### src/rtl/ffa_fifo_reader_pkg.sv
// Shared definitions for the ffa FIFO read-side master: default widths,
// FSM state encodings and the pop-credit helper.
package ffa_fifo_reader_pkg;

    localparam int FW_DEF = 16;
    localparam int CW_DEF = 8;

    typedef enum logic [1:0] {
        RD_IDLE  = 2'd0,
        RD_POP   = 2'd1,
        RD_DRAIN = 2'd2,
        RD_DONE  = 2'd3
    } rd_state_t;

    // Words that will sit in the skid buffer after this edge:
    // current occupancy, minus the word handed off now, plus the word in flight.
    function automatic logic [2:0] pipe_load(input logic [1:0] occ,
                                             input logic       handoff,
                                             input logic       inflight);
        return {1'b0, occ} - {2'b00, handoff} + {2'b00, inflight};
    endfunction

endpackage

### src/rtl/ffa_fifo_reader_if.sv
// Burst-request, FIFO read and downstream valid/ready signals of the
// ffa FIFO reader. rd_xsum exists only when FFA_READER_XSUM_EN is defined.
interface ffa_fifo_reader_if #(
    parameter int FW = 16,
    parameter int CW = 8
) ();
    logic          rd_req;
    logic [CW-1:0] rd_len;
    logic          rd_busy;
    logic          rd_done;
    logic          fifo_pop;
    logic          fifo_not_ready;
    logic [FW-1:0] fifo_data;
    logic          out_valid;
    logic          out_ready;
    logic [FW-1:0] out_data;
    logic [CW-1:0] out_idx;
`ifdef FFA_READER_XSUM_EN
    logic [FW-1:0] rd_xsum;
`endif

    modport master (
        input  rd_req, rd_len, fifo_not_ready, fifo_data, out_ready,
        output rd_busy, rd_done, fifo_pop, out_valid, out_data, out_idx
`ifdef FFA_READER_XSUM_EN
        , output rd_xsum
`endif
    );

    modport slave (
        output rd_req, rd_len, fifo_not_ready, fifo_data, out_ready,
        input  rd_busy, rd_done, fifo_pop, out_valid, out_data, out_idx
`ifdef FFA_READER_XSUM_EN
        , input rd_xsum
`endif
    );
endinterface

### src/rtl/ffa_fifo_reader_skid2.sv
// Two-entry in-order buffer that absorbs the FIFO pop->data latency.
// Entry 0 is always the head; reads with occ==0 are ignored.
module ffa_fifo_reader_skid2 #(
    parameter int FW = 16
) (
    input  logic          clk,
    input  logic          reset,
    input  logic          wr_en,
    input  logic [FW-1:0] wr_data,
    input  logic          rd_en,
    output logic [FW-1:0] rd_data,
    output logic [1:0]    occ
);
    logic [FW-1:0] mem0;
    logic [FW-1:0] mem1;
    logic          do_rd;

    assign do_rd   = rd_en && (occ != 2'd0);
    assign rd_data = mem0;

    // Shift/fill the two entries; simultaneous write and read keeps occupancy.
    always_ff @(posedge clk) begin
        if (reset) begin
            mem0 <= '0;
            mem1 <= '0;
            occ  <= 2'd0;
        end else begin
            case ({wr_en, do_rd})
                2'b10: begin
                    if (occ == 2'd0) mem0 <= wr_data;
                    else             mem1 <= wr_data;
                    occ <= occ + 2'd1;
                end
                2'b01: begin
                    mem0 <= mem1;
                    occ  <= occ - 2'd1;
                end
                2'b11: begin
                    if (occ == 2'd1) begin
                        mem0 <= wr_data;
                    end else begin
                        mem0 <= mem1;
                        mem1 <= wr_data;
                    end
                end
                default: ;
            endcase
        end
    end
endmodule

### src/rtl/ffa_fifo_reader.sv
// Read-side master for the 3-entry ffa FIFO. Pops a burst of rd_len words,
// absorbs the 1-cycle pop->data latency in a 2-entry skid buffer and forwards
// the words on a valid/ready port with a 0-based index.
// Optional feature macro: FFA_READER_XSUM_EN adds rd_xsum, the XOR of all
// words handed off in the burst.
//
// state    | meaning
// RD_IDLE  | waiting for rd_req
// RD_POP   | popping the FIFO, words still to request
// RD_DRAIN | all pops issued, handing off remaining words
// RD_DONE  | one-cycle rd_done pulse
module ffa_fifo_reader
    import ffa_fifo_reader_pkg::*;
#(
    parameter int FW = FW_DEF,
    parameter int CW = CW_DEF
) (
    input logic               clk,
    input logic               reset,
    ffa_fifo_reader_if.master bus
);
    rd_state_t     state;
    logic [CW-1:0] pops_left;
    logic [CW-1:0] last_idx;
    logic [CW-1:0] out_idx;
    logic          inflight;
    logic          rd_busy_r;
    logic          rd_done_r;

    logic [1:0]    skid_occ;
    logic [FW-1:0] skid_data;
    logic          out_valid;
    logic          handoff;
    logic          fifo_pop;

    assign out_valid = (skid_occ != 2'd0);
    assign handoff   = out_valid && bus.out_ready;

    // The word handed off this cycle frees its slot at the same edge, which is
    // what lets the burst stream at one word per cycle with out_ready high;
    // under backpressure pops stop once two words are buffered or in flight.
    assign fifo_pop = (state == RD_POP) && !bus.fifo_not_ready &&
                      (pops_left != '0) &&
                      (pipe_load(skid_occ, handoff, inflight) < 3'd2);

    ffa_fifo_reader_skid2 #(.FW(FW)) u_skid (
        .clk     (clk),
        .reset   (reset),
        .wr_en   (inflight),
        .wr_data (bus.fifo_data),
        .rd_en   (handoff),
        .rd_data (skid_data),
        .occ     (skid_occ)
    );

    // Burst FSM with pop counter, in-flight flag, word index and status flags.
    always_ff @(posedge clk) begin
        if (reset) begin
            state     <= RD_IDLE;
            pops_left <= '0;
            last_idx  <= '0;
            out_idx   <= '0;
            inflight  <= 1'b0;
            rd_busy_r <= 1'b0;
            rd_done_r <= 1'b0;
        end else begin
            inflight <= fifo_pop;
            if (handoff) out_idx <= out_idx + CW'(1);
            case (state)
                RD_IDLE: begin
                    if (bus.rd_req) begin
                        out_idx   <= '0;
                        pops_left <= bus.rd_len;
                        last_idx  <= bus.rd_len - CW'(1);
                        if (bus.rd_len != '0) begin
                            state     <= RD_POP;
                            rd_busy_r <= 1'b1;
                        end else begin
                            state     <= RD_DONE;
                            rd_done_r <= 1'b1;
                        end
                    end
                end
                RD_POP: begin
                    if (fifo_pop) begin
                        pops_left <= pops_left - CW'(1);
                        if (pops_left == CW'(1)) state <= RD_DRAIN;
                    end
                end
                RD_DRAIN: begin
                    if (handoff && out_idx == last_idx) begin
                        state     <= RD_DONE;
                        rd_busy_r <= 1'b0;
                        rd_done_r <= 1'b1;
                    end
                end
                RD_DONE: begin
                    state     <= RD_IDLE;
                    rd_done_r <= 1'b0;
                end
                default: state <= RD_IDLE;
            endcase
        end
    end

`ifdef FFA_READER_XSUM_EN
    logic [FW-1:0] xsum;

    // Running XOR of handed-off words, restarted on every accepted rd_req.
    always_ff @(posedge clk) begin
        if (reset) begin
            xsum <= '0;
        end else if (state == RD_IDLE && bus.rd_req) begin
            xsum <= '0;
        end else if (handoff) begin
            xsum <= xsum ^ skid_data;
        end
    end

    assign bus.rd_xsum = xsum;
`endif

    assign bus.fifo_pop  = fifo_pop;
    assign bus.out_valid = out_valid;
    assign bus.out_data  = skid_data;
    assign bus.out_idx   = out_idx;
    assign bus.rd_busy   = rd_busy_r;
    assign bus.rd_done   = rd_done_r;
endmodule
### src/flat_wrapper.sv
// flat-port wrapper written by rule: the top's interface ports become plain ports
module ffa_fifo_reader_flat import ffa_fifo_reader_pkg::*;
#(
    parameter int FW = FW_DEF,
    parameter int CW = CW_DEF
)
  (clk, reset, bus_rd_req, bus_rd_len, bus_fifo_not_ready, bus_fifo_data, bus_out_ready, bus_rd_busy, bus_rd_done, bus_fifo_pop, bus_out_valid, bus_out_data, bus_out_idx);
  ffa_fifo_reader_if #(.FW(FW), .CW(CW)) bus_i ();
  input logic clk;
  input logic reset;
  input wire logic [$bits(bus_i.rd_req)-1:0] bus_rd_req;
  input wire logic [$bits(bus_i.rd_len)-1:0] bus_rd_len;
  input wire logic [$bits(bus_i.fifo_not_ready)-1:0] bus_fifo_not_ready;
  input wire logic [$bits(bus_i.fifo_data)-1:0] bus_fifo_data;
  input wire logic [$bits(bus_i.out_ready)-1:0] bus_out_ready;
  output wire logic [$bits(bus_i.rd_busy)-1:0] bus_rd_busy;
  output wire logic [$bits(bus_i.rd_done)-1:0] bus_rd_done;
  output wire logic [$bits(bus_i.fifo_pop)-1:0] bus_fifo_pop;
  output wire logic [$bits(bus_i.out_valid)-1:0] bus_out_valid;
  output wire logic [$bits(bus_i.out_data)-1:0] bus_out_data;
  output wire logic [$bits(bus_i.out_idx)-1:0] bus_out_idx;
  assign bus_i.rd_req = bus_rd_req;
  assign bus_i.rd_len = bus_rd_len;
  assign bus_i.fifo_not_ready = bus_fifo_not_ready;
  assign bus_i.fifo_data = bus_fifo_data;
  assign bus_i.out_ready = bus_out_ready;
  assign bus_rd_busy = bus_i.rd_busy;
  assign bus_rd_done = bus_i.rd_done;
  assign bus_fifo_pop = bus_i.fifo_pop;
  assign bus_out_valid = bus_i.out_valid;
  assign bus_out_data = bus_i.out_data;
  assign bus_out_idx = bus_i.out_idx;
  ffa_fifo_reader #(.FW(FW), .CW(CW)) u_core (.clk(clk), .reset(reset), .bus(bus_i));
endmodule
### config.mk
export PLATFORM = sky130hd
export DESIGN_NAME = ffa_fifo_reader_flat
export DESIGN_NICKNAME = d
export VERILOG_FILES = /design/src/rtl/ffa_fifo_reader_pkg.sv /design/src/rtl/ffa_fifo_reader_if.sv /design/src/rtl/ffa_fifo_reader_skid2.sv /design/src/rtl/ffa_fifo_reader.sv /design/src/flat_wrapper.sv
export SDC_FILE = /design/constraint.sdc
export NUM_CORES = 1
export LEC_CHECK = 0
export BUFFER_PORTS_ARGS = -buffer_cell sky130_fd_sc_hd__buf_2
export CAP_MARGIN = 5
export CORE_MARGIN = 5
export CORE_UTILIZATION = 34
export DETAILED_ROUTE_END_ITERATION = 8
export GPL_TIMING_DRIVEN = 0
export PLACE_DENSITY = 0.64
export SYNTH_ARGS = -nofsm -noshare
export SYNTH_HDL_FRONTEND = slang
export SYNTH_SLANG_ARGS = --single-unit
### constraint.sdc
create_clock -name clk -period 5.3 [get_ports clk]
set_clock_uncertainty 0.2 [all_clocks]
set_input_delay 1.06 -clock clk [delete_from_list [all_inputs] [get_ports clk]]
set_output_delay 1.06 -clock clk [all_outputs]
set_load 0.01 [all_outputs]
==> results of run 1 <==
## Yosys cell counts (all sizes together) (2+ instances only)
master and n:
and2 2, o2111ai 2, nand4 7, nor2 59, nor3 5, ha 15
and3 2, a21o 2, a211oi 27, a21oi 13, dfxtp 63, nor2b 5
or3 3, o31ai 3, nor4 4, nand3 5, o21ai 15, o41ai 2
clkbuf 15, or4 2, xor2 18, a22oi 17, xnor2 6, a221oi 2
a22o 2, inv 15, buf 7, or2 3, mux2i 17, nand2 19
mux2 2
## per-layer routing
layer  routed length [microns]  global-route usage  up-vias
li1                          -                   -     1430
met1                      3600               0.177     1340
met2                      4000               0.247       52
met3                       375              0.0349        4
met4                        70              0.0457        0
met5                         0                   0        -
## state kept, by name, summed over array words and instances, names as in the netlist
register and flops:
u_core.last_idx 8, u_core.u_skid.mem1 16, u_core.inflight 1, u_core.state 2, u_core.bus.rd_done 1, u_core.bus.rd_busy 1
u_core.pops_left 8, u_core.u_skid.occ 2, u_core.u_skid.rd_data 16, u_core.bus.out_idx 8
## through the flow
stage	hold WS [ns]	utilization
global placement	0.275	0.391
detailed placement	0.285	0.391
floorplan	0.257	-
global route	0.321	0.413
finish	0.298	0.413
CTS	0.303	0.413
## worst max-delay path, delay by kind of cell
kind | cells | cell delay, ns
xor gates and xnor gates | 2 | 0.37
and+or+nand+nor | 4 | 0.74
adders and majority gates | 1 | 0.37
buffers and inverters | 3 | 0.60
## cell families after synthesis
logic type | count (synthesis) | synth area share
fa+ha+maj | 16 | 0.0653
buf+inv | 37 | 0.0452
simple gates | 119 | 0.174
xor+xnor | 24 | 0.0660
mux | 19 | 0.0605
flops | 63 | 0.396
compound gates | 87 | 0.193
## path summary, 6_finish.rpt
kind                         start                    end  slack (ns)  cells past startpoint
max reg2reg   u_core.u_skid.occ[1]        u_core.state[0]        1.64                     12
max                  bus_out_ready           bus_fifo_pop        0.88                     10
min          u_core.u_skid.mem1[6]  u_core.u_skid.mem1[6]        0.30                      2
min reg2reg  u_core.u_skid.mem1[6]  u_core.u_skid.mem1[6]        0.30                      2
## cell type report
class                   instances  area, sq um
plain buffers                  22         87.6
clock buffers                   9          124
clock inverters                 7         77.6
fillers                       946         5400
inverters                      15         56.3
multi-input cells             265         1780
flip-flops and latches         63         1260
well taps                     111          139
repair buffers                 55          275
## power by group through the flow
stage          sequential [mW]  combinational [mW]  clock, mW
2_1_floorplan            0.687               0.609          0
3_3_place_gp             0.681               0.837          0
3_5_place_dp             0.685               0.853          0
4_1_cts                  0.674               0.861      0.442
5_1_grt                  0.689               0.966      0.461
6_report                 0.674               0.857      0.428
==> run summary, run 1 <==
status -> complete, no violations
DR pass1 iterations -> 4
Slew headroom -> 0.464
Synth cell types -> 42
Hold Crit Class -> reg2reg
# hold bufs at CTS -> 0
dominant cell type by area after synthesis -> dfxtp_1
endpoint type of the worst setup path -> output port
Post-Syn Nets -> 410
Final GP Congestion -> 0.833
asr flop ratio synth -> 0
ys flop type -> dfxtp_1
fin crit share -> 0.834
clock power share -> 0.218
unrepaired setup endpoints after global routing -> false
count of buffers from port buffering -> 55
share of cells above drive strength 1 -> 0.195
startpoint types -> input port
Post-CTS Resized -> 0
HPWL Detailed -> 6090 microns
GRT Util Overall -> 0.144
Pwr Density -> 516 nW/um^2
cell repeated most along the worst path -> buf_2
Peak VDD IR -> 0.163 mV
Clk Latency, worst-skew pair -> 0.34 ns
Die H -> 107 microns
critical path, cell by cell -> buf_2, nor2b_1, clkbuf_1, xnor2_1, nand2_1, fa_1, xor2_1, nor3_1, and2_1, buf_2
# nets final -> 476
Tightest Pin Transition -> 0.799 ns
pin count of the biggest net entering global routing -> 14
register area share after synthesis -> 0.396
WL final -> 8050 microns
initial antenna violation count -> 0
most common cell after layout, fill and taps aside -> dfxtp_1
Fmax achieved -> 226 MHz
final instance area -> 3800 sq um
clk slew on worst S/H paths -> 0.08 ns
max-cap viol count -> 0
CTS HTree Levels -> 3
# DRC -> 0
P_int -> 1.16 mW
DR vias -> 2826
first-pass GRT wire length -> 13200 microns
Pwr Total -> 1.96 mW
post-synthesis cell area -> 3180 sq um
initial core utilization -> 0.346
Pins Over Slew Limit -> 0
post-synth top area share -> 0.396
area of the core -> 9200 sq um
total grt overflow -> 0
Syn. warnings -> 0
Yosys reg bits -> 63
Final Critical Period -> 4.42 ns
cts bufs inserted -> 9
die width -> 107 microns
root buffer cell -> clkbuf_8
PnR worst setup slack -> 0.882 ns
DP Cell Count -> 531
CP Max Fanout -> 10
CP peak stage delay -> 0.40 ns
Worst EP required -> 4.04 ns
Final TNS setup -> 0 ns
synth top area cells -> dfxtp_1 40%, nor2_1 7.0%, a211oi_1 6.4%, ha_1 5.9%, mux2i_1 5.3%
CTS Sinks -> 63
Synth-to-Final Area Change -> 19.3%
Ant. Diodes -> 0
Seq pwr share -> 0.344
non-filler instance count after layout -> 547
floorplan row count -> 35
final hold violation count -> 0
dpl ws -> 0.868 ns
Avg Synthesized Cell Area -> 8.72 sq um
DP Area -> 3600 sq um
antenna-violating nets left -> 0
CTS tree -> built
crit path max-delay cell type -> clkbuf_1
vias in the first global route -> 2770
Comb power frac -> 0.438
Post-synth EDFFs -> 0
routed length per instance -> 14.7 microns
DRT iter0 DRCs -> 129
Syn Inst Count -> 365
Post-CTS Setup Bufs -> 0
Clock Path Buffers -> 2
sw power -> 0.803 mW
Vias/cell -> 5.17
switching part of the total -> 0.410
I/O pin count -> 57
commonest cells after routing, fill and taps aside -> 63 x dfxtp_1, 59 x nor2_1, 59 x buf_2
Leak -> 1.70 nW
area of the die -> 11400 sq um
WS Path Type -> in2out
final setup violation count -> 0
WP data arrival -> 3.16 ns
Power figures use the tool's default switching activity.
==> run 2: changes to the inputs <==
Settings changed: ABC_AREA from default to 1.
Clock period 5.3 ns to 4.6 ns, I/O delays scaled along.
==> run summary, run 2 <==
GRT Util Overall -> 0.144 (about the same)
floorplan row count -> 36 (was 35)
Die H -> 110 microns (was 107 microns)
WL final -> 8640 microns (was 8050 microns)
Post-CTS Setup Bufs -> 0 (unchanged)
routed length per instance -> 12.4 microns (was 14.7 microns)
DR vias -> 3289 (was 2826)
unrepaired setup endpoints after global routing -> false (unchanged)
status -> complete, no violations (unchanged)
initial antenna violation count -> 0 (unchanged)
Worst EP required -> 3.48 ns (was 4.04 ns)
Pwr Density -> 584 nW/um^2 (was 516 nW/um^2)
Clock Path Buffers -> 2 (unchanged)
CP Max Fanout -> 9 (was 10)
register area share after synthesis -> 0.367 (was 0.396)
CTS Sinks -> 63 (unchanged)
Yosys reg bits -> 63 (unchanged)
non-filler instance count after layout -> 699 (was 547)
Fmax achieved -> 265 MHz
most common library cells after synthesis -> 101 x inv_1, 75 x nand2_1, 63 x dfxtp_1 (was 63 x dfxtp_1, 59 x nor2_1, 27 x a211oi_1)
clk slew on worst S/H paths -> 0.08 ns (about the same)
antenna-violating nets left -> 0 (unchanged)
count leader, synth -> inv_1 (was dfxtp_1)
cts bufs inserted -> 9 (unchanged)
WL met2 -> 3820 microns (was 4000 microns)
register area -> 1260 sq um (unchanged)
Avg Synthesized Cell Area -> 6.95 sq um (was 8.72 sq um)
vias in the first global route -> 3117 (was 2770)
endpoint type of the worst setup path -> output port (unchanged)
Peak VDD IR -> 0.300 mV (was 0.163 mV)
fin crit share -> 0.819
met3 wire len -> 543 microns (was 375 microns)
WP data arrival -> 2.65 ns (was 3.16 ns)
post-synthesis cell area -> 3430 sq um (was 3180 sq um)
Top Metal Used -> met4 (unchanged)
initial core utilization -> 0.350 (was 0.346)
Post-CTS Resized -> 0 (unchanged)
startpoint types -> register (was input port)
Synth cell types -> 36 (was 42)
HPWL Detailed -> 6540 microns (was 6090 microns)
# DRC -> 0 (unchanged)
Final TNS setup -> 0 ns (unchanged)
Syn Inst Count -> 494 (was 365)
Tightest Pin Transition -> 0.633 ns (was 0.799 ns)
Final Critical Period -> 3.77 ns
Post-Syn Nets -> 539 (was 410)
Post-synth EDFFs -> 0 (unchanged)
dominant cell type by area after synthesis -> dfxtp_1 (unchanged)
WL met1 -> 4160 microns (was 3600 microns)
asr flop ratio synth -> 0 (unchanged)
Leak -> 1.97 nW (was 1.70 nW)
most common cell after layout, fill and taps aside -> inv_1 (was dfxtp_1)
count of buffers from port buffering -> 56 (was 55)
total grt overflow -> 0 (unchanged)
DP Cell Count -> 683 (was 531)
CTS tree -> built (unchanged)
Ant. Diodes -> 0 (unchanged)
first-pass GRT wire length -> 14600 microns (was 13200 microns)
final hold violation count -> 0 (unchanged)
CTS HTree Levels -> 3 (unchanged)
max-cap viol count -> 0 (unchanged)
final setup violation count -> 0 (unchanged)
Final GP Congestion -> 0.838 (was 0.833)
synth top area cells -> dfxtp_1 37%, inv_1 11%, nand2_1 8.2%, o21ai_0 7.6%, nor2_1 5.8% (was dfxtp_1 40%, nor2_1 7.0%, a211oi_1 6.4%, ha_1 5.9%, mux2i_1 5.3%)
WS Path Type -> reg2out (was in2out)
post-synth top area share -> 0.367 (was 0.396)
Vias/cell -> 4.71 (was 5.17)
Clk Latency, worst-skew pair -> 0.35 ns (was 0.34 ns)
final core utilization -> 0.415 (was 0.413)
# hold bufs at CTS -> 0 (unchanged)
# nets final -> 606 (was 476)
Synth-to-Final Area Change -> 18.7% (was 19.3%)
commonest cells after routing, fill and taps aside -> 101 x inv_1, 75 x nand2_1, 63 x dfxtp_1 (was 63 x dfxtp_1, 59 x nor2_1, 59 x buf_2)
FILL cells -> 1098 (was 946)
root buffer cell -> clkbuf_8 (unchanged)
share of cells above drive strength 1 -> 0.173 (was 0.195)
Syn. warnings -> 0 (unchanged)
area of the multi-input gates -> 1690 sq um (was 1780 sq um)
DRT iter0 DRCs -> 124 (was 129)
Hold Crit Class -> reg2reg (unchanged)
area of the core -> 9820 sq um (was 9200 sq um)
pin count of the biggest net entering global routing -> 13 (was 14)
area of the die -> 12200 sq um (was 11400 sq um)
die width -> 110 microns (was 107 microns)
DR pass1 iterations -> 4 (unchanged)
Pins Over Slew Limit -> 0 (unchanged)
Slew headroom -> 0.578 (was 0.464)
ys flop type -> dfxtp_1 (unchanged)
I/O pin count -> 57 (unchanged)
==> run 2: changes by cell type after synthesis, moves of 16 or more <==
cell	before	now
o21ai_0	14	52
a211oi_1	27	1
nand2_1	19	75
mux2i_1	17	0
a21oi_1	13	33
o221ai_1	0	16
inv_1	15	101
a22oi_1	17	0
==> run 2: through the flow <==
step / setup WS, ns / hold WS (ns) / instance area, sq um / total power [mW]
final: 0.832 / 0.256 / 4080 / 2.38
after global routing: 0.595 / 0.286 / 4080 / 2.60
after CTS: 0.813 / 0.256 / 4080 / 2.40
after detailed placement: 0.854 / 0.244 / 3880 / 1.90
after global placement: 0.840 / 0.240 / 3880 / 1.88
after floorplan: 1.28 / 0.229 / 3430 / 1.59
==> run 2: layer usage <==
metal / global-route usage / up-vias
met5: 0 / -
met4: 0.0501 / 0
met3: 0.0465 / 10
met2: 0.221 / 91
met1: 0.191 / 1475
li1: - / 1713
==> run 2: cell families after synthesis <==
group	count (synthesis)	share of synthesized area
AOI/OAI and AO/OA	115	0.196
xor gates and xnor gates	10	0.0255
and+or+nand+nor	167	0.210
DFF	63	0.367
buffers and inverters	123	0.140
adders and majority gates	16	0.0605
==> run 2: cell type report <==
type | instances | share of cell area
Buffer | 19 | 0.0221
Clock buffer | 9 | 0.0304
Clock inverter | 7 | 0.0178
Inverter | 104 | 0.0958
Multi-Input combinational cell | 308 | 0.415
Sequential cell | 63 | 0.309
Tap cell | 133 | 0.0408
Timing Repair Buffer | 56 | 0.0688
==> run 2: critical path, stage by stage (launching register included) <==
cell and delay (ns):
dfxtp_1 0.35, inv_1 0.11, ha_1 0.19, inv_2 0.06, nand2_4 0.12, inv_2 0.09, ha_1 0.27, fa_1 0.52
nand3b_1 0.08, nor2_2 0.17, nand2_2 0.10, inv_1 0.09, buf_2 0.13
==> run 2: where the power goes <==
group	internal [mW]	total [mW]	switching [mW]
combinational	0.399	1.07	0.674
sequential	0.712	0.815	0.103
clock	0.251	0.492	0.241
==> run 2: worst paths after layout <==
path / to / slack (ns) / cells after the start / start
setup / recovery: bus_fifo_pop / 0.83 / 12 / u_core.u_skid.occ[1]
hold / removal: u_core.u_skid.mem1[0] / 0.26 / 2 / u_core.u_skid.mem1[0]
setup reg to reg: u_core.pops_left[7] / 1.71 / 15 / u_core.u_skid.occ[1]
hold reg to reg: u_core.u_skid.mem1[0] / 0.26 / 2 / u_core.u_skid.mem1[0]
==> run 3: changes to the inputs <==
Settings changed: ABC_AREA 1 to 0, PLACE_DENSITY 0.64 to 0.66.
Clock period 4.6 ns to 3.3 ns, I/O delays scaled along.
==> run summary, run 3 (synthesis results as in run 1) <==
endpoint type of the worst setup path -> register (was output port)
Worst Hold Path Cells -> 2 (unchanged)
# DRC -> 0 (unchanged)
floorplan row count -> 35 (was 36)
P_int -> 1.97 mW (was 1.36 mW)
HPWL Detailed -> 6060 microns (was 6540 microns)
CTS HTree Levels -> 3 (unchanged)
unrepaired setup endpoints after global routing -> true (was false)
WP data arrival -> 3.37 ns (was 2.65 ns)
Synth-to-Final Area Change -> 24.1% (was 18.7%)
Leak -> 1.77 nW (was 1.97 nW)
fin crit share -> 1.00
initial core utilization -> 0.346 (was 0.350)
total grt overflow -> 0 (unchanged)
antenna-violating nets left -> 0 (unchanged)
Pins Over Slew Limit -> 0 (unchanged)
Clock Path Buffers -> 2 (unchanged)
switching part of the total -> 0.408 (was 0.428)
Seq pwr share -> 0.326 (was 0.342)
first-pass GRT wire length -> 13500 microns (was 14600 microns)
final hold violation count -> 0 (unchanged)
startpoint types -> register (unchanged)
max-cap viol count -> 0 (unchanged)
sw power -> 1.35 mW (was 1.02 mW)
die width -> 107 microns (was 110 microns)
PnR worst setup slack -> -0.00692 ns (was 0.832 ns)
Ant. Diodes -> 0 (unchanged)
hold_ws -> 0.296 ns (was 0.256 ns)
failing checks -> setup timing
root buffer cell -> clkbuf_8 (unchanged)
critical path, cell by cell -> inv_4, ha_4, nor2b_2, clkbuf_8, xnor2_2, nand2_1, fa_1, buf_4, or4bb_4, o41ai_4, nand2_1, a21o_1, a221oi_2 (was inv_1, ha_1, inv_2, nand2_4, inv_2, ha_1, fa_1, nand3b_1, nor2_2, nand2_2, inv_1, buf_2)
CP Max Fanout -> 3 (was 9)
I/O pin count -> 57 (unchanged)
share of cells above drive strength 1 -> 0.247 (was 0.173)
Worst EP required -> 3.36 ns (was 3.48 ns)
Comb power frac -> 0.463 (was 0.451)
Tightest Pin Transition -> 0.821 ns (was 0.633 ns)
most common cell after layout, fill and taps aside -> dfxtp_1 (was inv_1)
CTS tree -> built (unchanged)
Vias/cell -> 5.18 (was 4.71)
area of the die -> 11400 sq um (was 12200 sq um)
Peak VDD IR -> 0.319 mV (was 0.300 mV)
CP peak stage delay -> 0.52 ns (about the same)
area of the core -> 9200 sq um (was 9820 sq um)
Hold Crit Class -> reg2reg (unchanged)
cts bufs inserted -> 9 (unchanged)
# nets final -> 486 (was 606)
clk slew on worst S/H paths -> 0.07 ns (was 0.08 ns)
Final TNS setup -> -0.0136 ns (was 0 ns)
commonest cells after routing, fill and taps aside -> 61 x dfxtp_1, 59 x nor2_1, 59 x buf_2 (was 101 x inv_1, 75 x nand2_1, 63 x dfxtp_1)
final setup violation count -> 2 (was 0)
Final GP Congestion -> 0.819 (was 0.838)
initial antenna violation count -> 0 (unchanged)
Fmax achieved -> 302 MHz
WS Path Type -> reg2reg (was reg2out)
Pwr Density -> 841 nW/um^2 (was 584 nW/um^2)
DR vias -> 2883 (was 3289)
status -> finished with violations (was complete, no violations)
CTS Sinks -> 63 (unchanged)
routed length per instance -> 14.8 microns (was 12.4 microns)
reg2reg path depth -> 13 (was 15)
GRT Util Overall -> 0.150 (was 0.144)
vias in the first global route -> 2825 (was 3117)
Clk Latency, worst-skew pair -> 0.35 ns (about the same)
DR pass1 iterations -> 4 (unchanged)
DRT iter0 DRCs -> 187 (was 124)
cell repeated most along the worst path -> nand2_1
Slew headroom -> 0.449 (was 0.578)
# hold bufs at CTS -> 0 (unchanged)
pin count of the biggest net entering global routing -> 14 (was 13)
count of buffers from port buffering -> 55 (was 56)
clock power share -> 0.210 (was 0.207)
Die H -> 107 microns (was 110 microns)
Final Critical Period -> 3.31 ns
WL final -> 8220 microns (was 8640 microns)
crit path max-delay cell type -> fa_1 (unchanged)
-- run 3: cell type report --
cell class | instances | area, sq um
flip-flops and latches | 63 | 1270
clock buffers | 9 | 124
plain buffers | 22 | 97.6
well taps | 111 | 139
multi-input cells | 265 | 1840
inverters | 15 | 58.8
fillers | 910 | 5250
repair buffers | 65 | 350
clock inverters | 7 | 77.6
-- run 3: worst max-delay path, delay by kind of cell (launching register included) --
kind                     cells  cell delay (ns)
AO/OA/AOI/OAI                3             0.82
XOR/XNOR                     1             0.10
adder cells (fa/ha/maj)      2             0.68
buffers and inverters        3             0.30
flip-flops                   1             0.36
AND/OR/NAND/NOR              4             0.75
-- run 3: timing repair --
| action | CTS | global route |
|---|---|---|
| pin swaps | 5 | 6 |
| resized for setup | 15 | 5 |
| setup buffers | 6 | 4 |
| endpoints found under the setup margin | 21 | 13 |
| gates cloned | 0 | 0 |
-- run 3: layer usage --
| metal | global-route usage | vias up | routed length (microns) |
|---|---|---|---|
| met5 | 0 | - | 0 |
| met4 | 0.0584 | 0 | 200 |
| met3 | 0.0421 | 18 | 401 |
| met2 | 0.257 | 75 | 4060 |
| met1 | 0.176 | 1346 | 3560 |
| li1 | - | 1444 | - |
-- run 3: final timing paths --
path / from / endpoint / slack, ns
setup reg to reg: u_core.u_skid.occ[1] / u_core.state[0] / -0.007
setup / recovery: u_core.u_skid.occ[1] / u_core.state[0] / -0.007
hold / removal: u_core.pops_left[5] / u_core.pops_left[5] / 0.30
hold reg to reg: u_core.pops_left[5] / u_core.pops_left[5] / 0.30
-- run 3: power groups by stage --
stage / combinational, mW / clock (mW) / sequential [mW]
CTS: 1.47 / 0.715 / 1.08
global route: 1.70 / 0.750 / 1.11
floorplan: 0.978 / 0 / 1.10
global placement: 1.34 / 0 / 1.09
finish: 1.54 / 0.698 / 1.08
detailed placement: 1.36 / 0 / 1.10
-- run 3: stage by stage --
stage	worst slack, ns	cells	util	power (mW)	instance area (sq um)
2_1_floorplan	0.0595	365	-	2.08	3180
3_3_place_gp	-0.299	531	0.391	2.43	3600
3_5_place_dp	-0.364	531	0.391	2.47	3600
4_1_cts	-0.0778	553	0.424	3.26	3900
5_1_grt	-0.154	557	0.429	3.56	3950
6_report	-0.00692	557	0.429	3.32	3950
